<file path="src/rtl/read_iq_pkg.sv">
// read_iq_pkg
// Shared definitions for the read_iq byte deinterleaver / quantizer:
//   state_t          - two-phase control state (collect bytes, emit pair)
//   BYTES_PER_SAMPLE - bytes per I/Q group (I_lo, I_hi, Q_lo, Q_hi)
//   quantize()       - sign-extend a 16-bit sample and shift it left into the
//                      downstream fixed-point format
package read_iq_pkg;

  typedef enum logic {
    S_READ  = 1'b0,
    S_WRITE = 1'b1
  } state_t;

  localparam int BYTES_PER_SAMPLE = 4;

  // Result is produced at 64 bits so callers can truncate to their own
  // DATA_WIDTH; with 16 + bits <= width no significant bits are lost.
  function automatic logic [63:0] quantize(input logic [15:0] sample,
                                           input int          bits);
    logic signed [63:0] ext;
    ext = 64'(signed'(sample));
    return ext <<< bits;
  endfunction

endpackage

</file>
<file path="src/rtl/read_iq.sv">
// read_iq
// Pops raw bytes from a first-word-fall-through byte FIFO, groups them as
// I_lo, I_hi, Q_lo, Q_hi, and writes the quantized I and Q samples as one
// aligned pair into the I and Q FIFOs.
// Ports:
//   clock, reset      - system clock, asynchronous active-high reset
//   in_rd_en          - pop strobe to the input byte FIFO (combinational)
//   in_empty, in_dout - input FIFO status and head byte
//   I_wr_en, I_full, I_din - I FIFO push, full flag, quantized sample
//   Q_wr_en, Q_full, Q_din - Q FIFO push, full flag, quantized sample
// Requires 16 + BITS <= DATA_WIDTH so the shift can never overflow.
module read_iq
  import read_iq_pkg::*;
#(
  parameter int DATA_WIDTH = 32,
  parameter int BITS       = 10
) (
  input  logic                  clock,
  input  logic                  reset,
  output logic                  in_rd_en,
  input  logic                  in_empty,
  input  logic [7:0]            in_dout,
  output logic                  I_wr_en,
  input  logic                  I_full,
  output logic [DATA_WIDTH-1:0] I_din,
  output logic                  Q_wr_en,
  input  logic                  Q_full,
  output logic [DATA_WIDTH-1:0] Q_din
);

  localparam logic [1:0] LAST_SLOT = 2'(BYTES_PER_SAMPLE - 1);

  state_t     state_reg, state_next;
  logic [1:0] byte_cnt_reg, byte_cnt_next;

  // Assembled view of the byte slots: [0]=I_lo [1]=I_hi [2]=Q_lo [3]=Q_hi
  logic [BYTES_PER_SAMPLE-1:0][7:0] sample_bytes;

  always_ff @(posedge clock or posedge reset) begin
    if (reset) begin
      state_reg    <= S_READ;
      byte_cnt_reg <= 2'd0;
    end else begin
      state_reg    <= state_next;
      byte_cnt_reg <= byte_cnt_next;
    end
  end

  always_comb begin
    state_next    = state_reg;
    byte_cnt_next = byte_cnt_reg;
    in_rd_en      = 1'b0;
    I_wr_en       = 1'b0;
    Q_wr_en       = 1'b0;
    case (state_reg)
      S_READ: begin
        // The reset term keeps the pop strobe quiet while reset is held,
        // since it is otherwise a pure function of in_empty.
        in_rd_en = !in_empty && !reset;
        if (in_rd_en) begin
          byte_cnt_next = byte_cnt_reg + 2'd1;  // wraps to 0 after slot 3
          if (byte_cnt_reg == LAST_SLOT) begin
            state_next = S_WRITE;
          end
        end
      end
      S_WRITE: begin
        // Both FIFOs must have room: a lone write would misalign I and Q.
        if (!I_full && !Q_full) begin
          I_wr_en    = 1'b1;
          Q_wr_en    = 1'b1;
          state_next = S_READ;
        end
      end
      default: state_next = S_READ;
    endcase
  end

  // One holding register per byte slot. No pops happen in S_WRITE, so the
  // slots (and therefore I_din/Q_din) are stable for the whole write phase.
  genvar gi;
  generate
    for (gi = 0; gi < BYTES_PER_SAMPLE; gi++) begin : g_slot
      logic [7:0] slot_reg;

      always_ff @(posedge clock or posedge reset) begin
        if (reset) begin
          slot_reg <= 8'd0;
        end else if (in_rd_en && (byte_cnt_reg == 2'(gi))) begin
          slot_reg <= in_dout;
        end
      end

      assign sample_bytes[gi] = slot_reg;
    end
  endgenerate

  assign I_din = DATA_WIDTH'(quantize({sample_bytes[1], sample_bytes[0]}, BITS));
  assign Q_din = DATA_WIDTH'(quantize({sample_bytes[3], sample_bytes[2]}, BITS));

endmodule

</file>
<file path="config.mk">
export PLATFORM = sky130hd
export DESIGN_NAME = read_iq
export DESIGN_NICKNAME = d
export VERILOG_FILES = /design/src/rtl/read_iq_pkg.sv /design/src/rtl/read_iq.sv
export SDC_FILE = /design/constraint.sdc
export NUM_CORES = 1
export LEC_CHECK = 0
export ABC_AREA = 1
export CAP_MARGIN = 20
export CORE_MARGIN = 10
export CORE_UTILIZATION = 40
export CTS_BUF_LIST = sky130_fd_sc_hd__clkbuf_8
export DETAILED_ROUTE_END_ITERATION = 6
export PLACE_DENSITY = 0.79
export RECOVER_POWER = 50
export SKIP_CTS_REPAIR_TIMING = 1
export SYNTH_ARGS = -nofsm -noshare
export SYNTH_HDL_FRONTEND = slang
export SYNTH_SLANG_ARGS = --single-unit
</file>
<file path="constraint.sdc">
create_clock -name clock -period 1.32 [get_ports clock]
set_input_delay 0.264 -clock clock [delete_from_list [all_inputs] [get_ports clock]]
set_output_delay 0.264 -clock clock [all_outputs]
set_load 0.02 [all_outputs]
</file>
Yosys cells after proc, flatten, opt, wreduce, memory -nomap -nowiden
Index checks and enable logic that the tools add are counted.
{"block": "totals", "reg_bits": 35, "input_bits": 13, "output_inout_bits": 67, "elab_cells": 30}
{"block": "op_classes", "add_sub_neg": 1, "n_eq_ne": 3, "mux": 7, "n_bitwise": 1, "n_reduce_logical": 12}
{"operator": "1-bit logical AND", "n": 6}
{"operator": "1-bit two-way mux", "n": 6}
{"operator": "2-bit == test (second input constant)", "n": 2}
{"operator": "1-bit logical NOT", "n": 4}
{"operator": "2-bit by 1-bit adder with 2-bit output (second input constant)", "n": 1}
{"operator": "2-bit by 1-bit == test with 1-bit output (second input constant)", "n": 1}
{"operator": "2-bit logical NOT", "n": 1}
{"operator": "1-bit one-hot mux with 2 select lines", "n": 1}
{"operator": "2-bit AND reduction", "n": 1}
{"operator": "1-bit inverter", "n": 1}

Logic depth before layout (Yosys ltp)
{"block": "logic_depth", "word_depth": 4, "ltp_mapped": 6}

Worst setup path after synthesis
Ideal clock, no wire load.
{"block": "synth_timing", "path_kind": "register -> output", "startpoint": "register state_reg", "endpoint": "output Q_wr_en", "t_arrival_ns": 1.424, "t_required_ns": 1.056, "setup_slack_ns": -0.368, "path_stages_with_launch": 6, "path_buffers": 3, "path_cell_list": "dfrtp_1 inv_2 buf_6 buf_6 nor3_1 buf_4"}
{"block": "synth_via", "elab_chain_cells": 1}
{"item": "start, declared", "line": "read_iq.sv:33", "text": "state_t state_reg, state_next;"}
{"item": "start signal, assigned", "line": "read_iq.sv:44", "text": "state_reg <= state_next;"}
{"item": "1-bit two-way mux"}
{"item": "end, declared", "line": "read_iq.sv:26", "text": "output logic Q_wr_en,"}
No other way between the ends.

Worst setup path in the final report
{"block": "layout_timing", "startpoint": "register state_reg", "endpoint": "output in_rd_en"}
{"block": "layout_via", "elab_chain_cells": 1}
{"item": "1-bit two-way mux", "line": "read_iq.sv:55", "text": "case (state_reg)"}
{"item": "end, declared", "line": "read_iq.sv:20", "text": "output logic in_rd_en,"}
No other way between the ends.

==> flow_metrics.env <==
export IMPL_drt_initial_drc_count=102
export IMPL_synth_top_family_by_area="simple AND/OR/NAND/NOR gates"
export IMPL_cts_buffer_depth=2
export IMPL_drv_slew=0
export IMPL_max_slew_margin_pct=42.8
export IMPL_path_max_fanout=3
export IMPL_p_comb_share_pct=53.9
export IMPL_track_usage_pct=12.4
export IMPL_route_vias_total=1494
export IMPL_io_pins=80
export IMPL_dieArea_mm2=0.00786
export IMPL_synthToLayoutAreaGrowth_pct=38.4
export IMPL_p_leak_uw=0.00176
export IMPL_timing_final_ws_setup_ps=-26.9
export IMPL_grt_max_degree=38
export IMPL_vias_per_cell=4.83
export IMPL_htreeDepth=2
export IMPL_clkTransAtPathRegs_ps=70
export IMPL_hold_class="in2async"
export IMPL_hpwl_um=3600
export IMPL_syn_area_per_cell_um2=9.39
export IMPL_port_buffers=59
export IMPL_n_antenna_cell=0
export IMPL_synthCells=201
export IMPL_outcome="complete, but fails checks"
export IMPL_synth_yosys_seq_area_share_pct=46.4
export IMPL_crit_arrival_ps=1080
export IMPL_cts_made_buffers=5
export IMPL_p_seq_share_pct=30.1
export IMPL_worstSetupPathType="reg2out"
export IMPL_setup_violations=1
export IMPL_power_uw=6250
export IMPL_fin_nets=273
export IMPL_start_util_pct=42.2
export IMPL_dpl_worst_slack_ps=-558
export IMPL_largest_reg_flops=32
export IMPL_cts_root_buf="clkbuf_8"
export IMPL_muxShareOfSynthArea_pct=0
export IMPL_synth_xor_area_share_pct=0
export IMPL_synthSimpleGateAreaFrac_pct=29.0
export IMPL_gp_congestion=0.784
export IMPL_maxCapViolCount=0
export IMPL_tightest_slew_ps=858
export IMPL_layout_commonest_cell="nand2_1"
export IMPL_post_route_cells_drive_above_1_share_pct=17.1
export IMPL_cts_sinks=35
export IMPL_yosysWarnings=0
export IMPL_grt_remaining_overflow=0
export IMPL_cts_tree="built"
export IMPL_fillers=363
export IMPL_worstSkewPairLatency_ps=290
export IMPL_p_sw_share_pct=42.3
export IMPL_start_kind="register"
export IMPL_synth_cell_types=17
export IMPL_dr_pass1_iters=4
export IMPL_wl_um=5100
export IMPL_core_area_mm2=0.00447
export IMPL_rsz0062_at_grt="yes"
export IMPL_ant_nets=0
export IMPL_synth_compound_area_share_pct=0.265
export IMPL_fmaxAchievable_ghz=0.742
export IMPL_synthesis_area_mm2=0.00189
export IMPL_violations="negative setup slack"
export IMPL_timing_setup_tns_ps=-26.9
export IMPL_end_kind="output pin"
export IMPL_layout_common_cells="nand2_1 (70), dlymetal6s2s_1 (42), dfrtp_1 (34), nand4_1 (32), conb_1 (20)"
export IMPL_pwr_share_clk_pct=16.1
export IMPL_row_count=24
export IMPL_avgRoutedWirePerCell_um=16.5
export IMPL_antenna_found_initial=0
export IMPL_die_y_um=88.7
export IMPL_drc=0
export IMPL_synth_adder_area_share_pct=2.65
export IMPL_finalCritPeriodShare_pct=102
export IMPL_finalClockSkew_ps=8.04
export IMPL_grt_pass1_vias=1429
export IMPL_ir_drop_v=0.000910
export IMPL_grt_pass1_wl_um=7420
export IMPL_cp_required_ps=1060
export IMPL_dieWidth_um=88.7
export IMPL_p_sw_uw=2650
export IMPL_power_density_mw_per_mm2=2390
export IMPL_hold_violations=0
export IMPL_ys_ff_latch=35
export IMPL_intPower_uw=3600
export IMPL_period_minus_slack_ps=1350
## stage by stage
stage	utilization, %	cells	area [µm²]	hold WS (ps)
4_1_cts	54.8	305	2450	409
2_1_floorplan	-	220	1970	403
3_3_place_gp	52.2	297	2330	455
3_5_place_dp	52.2	297	2330	457
6_report	58.4	309	2610	297
5_1_grt	58.4	309	2610	376
## final timing paths
path / from / to / slack [ps] / depth (start not counted)
setup / recovery: state_reg / in_rd_en / -30 / 4
hold / removal: reset / g_slot[1].slot_reg[7] / 300 / 3
setup reg to reg: byte_cnt_reg[0] / g_slot[2].slot_reg[7] / 110 / 5
hold reg to reg: g_slot[2].slot_reg[0] / g_slot[2].slot_reg[0] / 470 / 2
max in group asynchronous: reset / g_slot[3].slot_reg[7] / 440 / 3
min in group clock: Q_full / state_reg / 310 / 3
## synth_stat cells
master	count	area share [%]
buf_12	4	4.2
buf_2	4	1.1
buf_4	35	14
buf_6	2	1.2
conb_1	1	0.20
dfrtp_1	35	46
ha_1	4	2.7
inv_1	3	0.60
inv_2	2	0.40
nand2_1	70	14
nand2_2	1	0.33
nand3_1	2	0.53
nand3_4	3	2.8
nand4_1	32	11
nor2_4	1	0.60
nor3_1	1	0.26
o21ai_0	1	0.26
## power groups by stage
| stage | combinational (µW) | sequential, µW | clock, µW |
|---|---|---|---|
| final | 3370 | 1880 | 1000 |
| after global routing | 3630 | 1960 | 1080 |
| after CTS | 3510 | 1900 | 1020 |
| after detailed placement | 3490 | 1920 | 0 |
| after global placement | 3420 | 1900 | 0 |
| after floorplan | 1520 | 2460 | 0 |
## cell families (layout without fill, tap and decap cells)
family | after synthesis | after routing
AO/OA/AOI/OAI | 1 | 1
adder cells (fa/ha/maj) | 4 | 4
flip-flops | 35 | 35
AND/OR/NAND/NOR | 110 | 110
buffers and inverters | 50 | 87
other | 1 | 20
## layer usage
metal	wire length, µm	share of wire, %	vias up	GRT usage, %
met5	0	0	-	0
met4	40	0.79	0	4.55
met3	407	8.0	5	4.96
met2	2620	51	62	20.1
met1	2030	40	701	14.4
li1	-	-	726	-
## critical path, stage by stage, from the launching register on
cell     delay [ps]
dfrtp_1         380
inv_2           130
nand2_2          90
inv_2            70
buf_6           110
## cell type report
| type | count | area [µm²] | area share, % |
|---|---|---|---|
| Sequential cell | 35 | 877 | 33.6 |
| Inverter | 5 | 18.8 | 0.719 |
| Clock buffer | 6 | 82.6 | 3.16 |
| Multi-Input combinational cell | 135 | 694 | 26.6 |
| Tap cell | 52 | 65.1 | 2.49 |
| Clock inverter | 2 | 35.0 | 1.34 |
| Timing Repair Buffer | 74 | 838 | 32.1 |
Note: power is estimated with default switching activity, not from simulation.
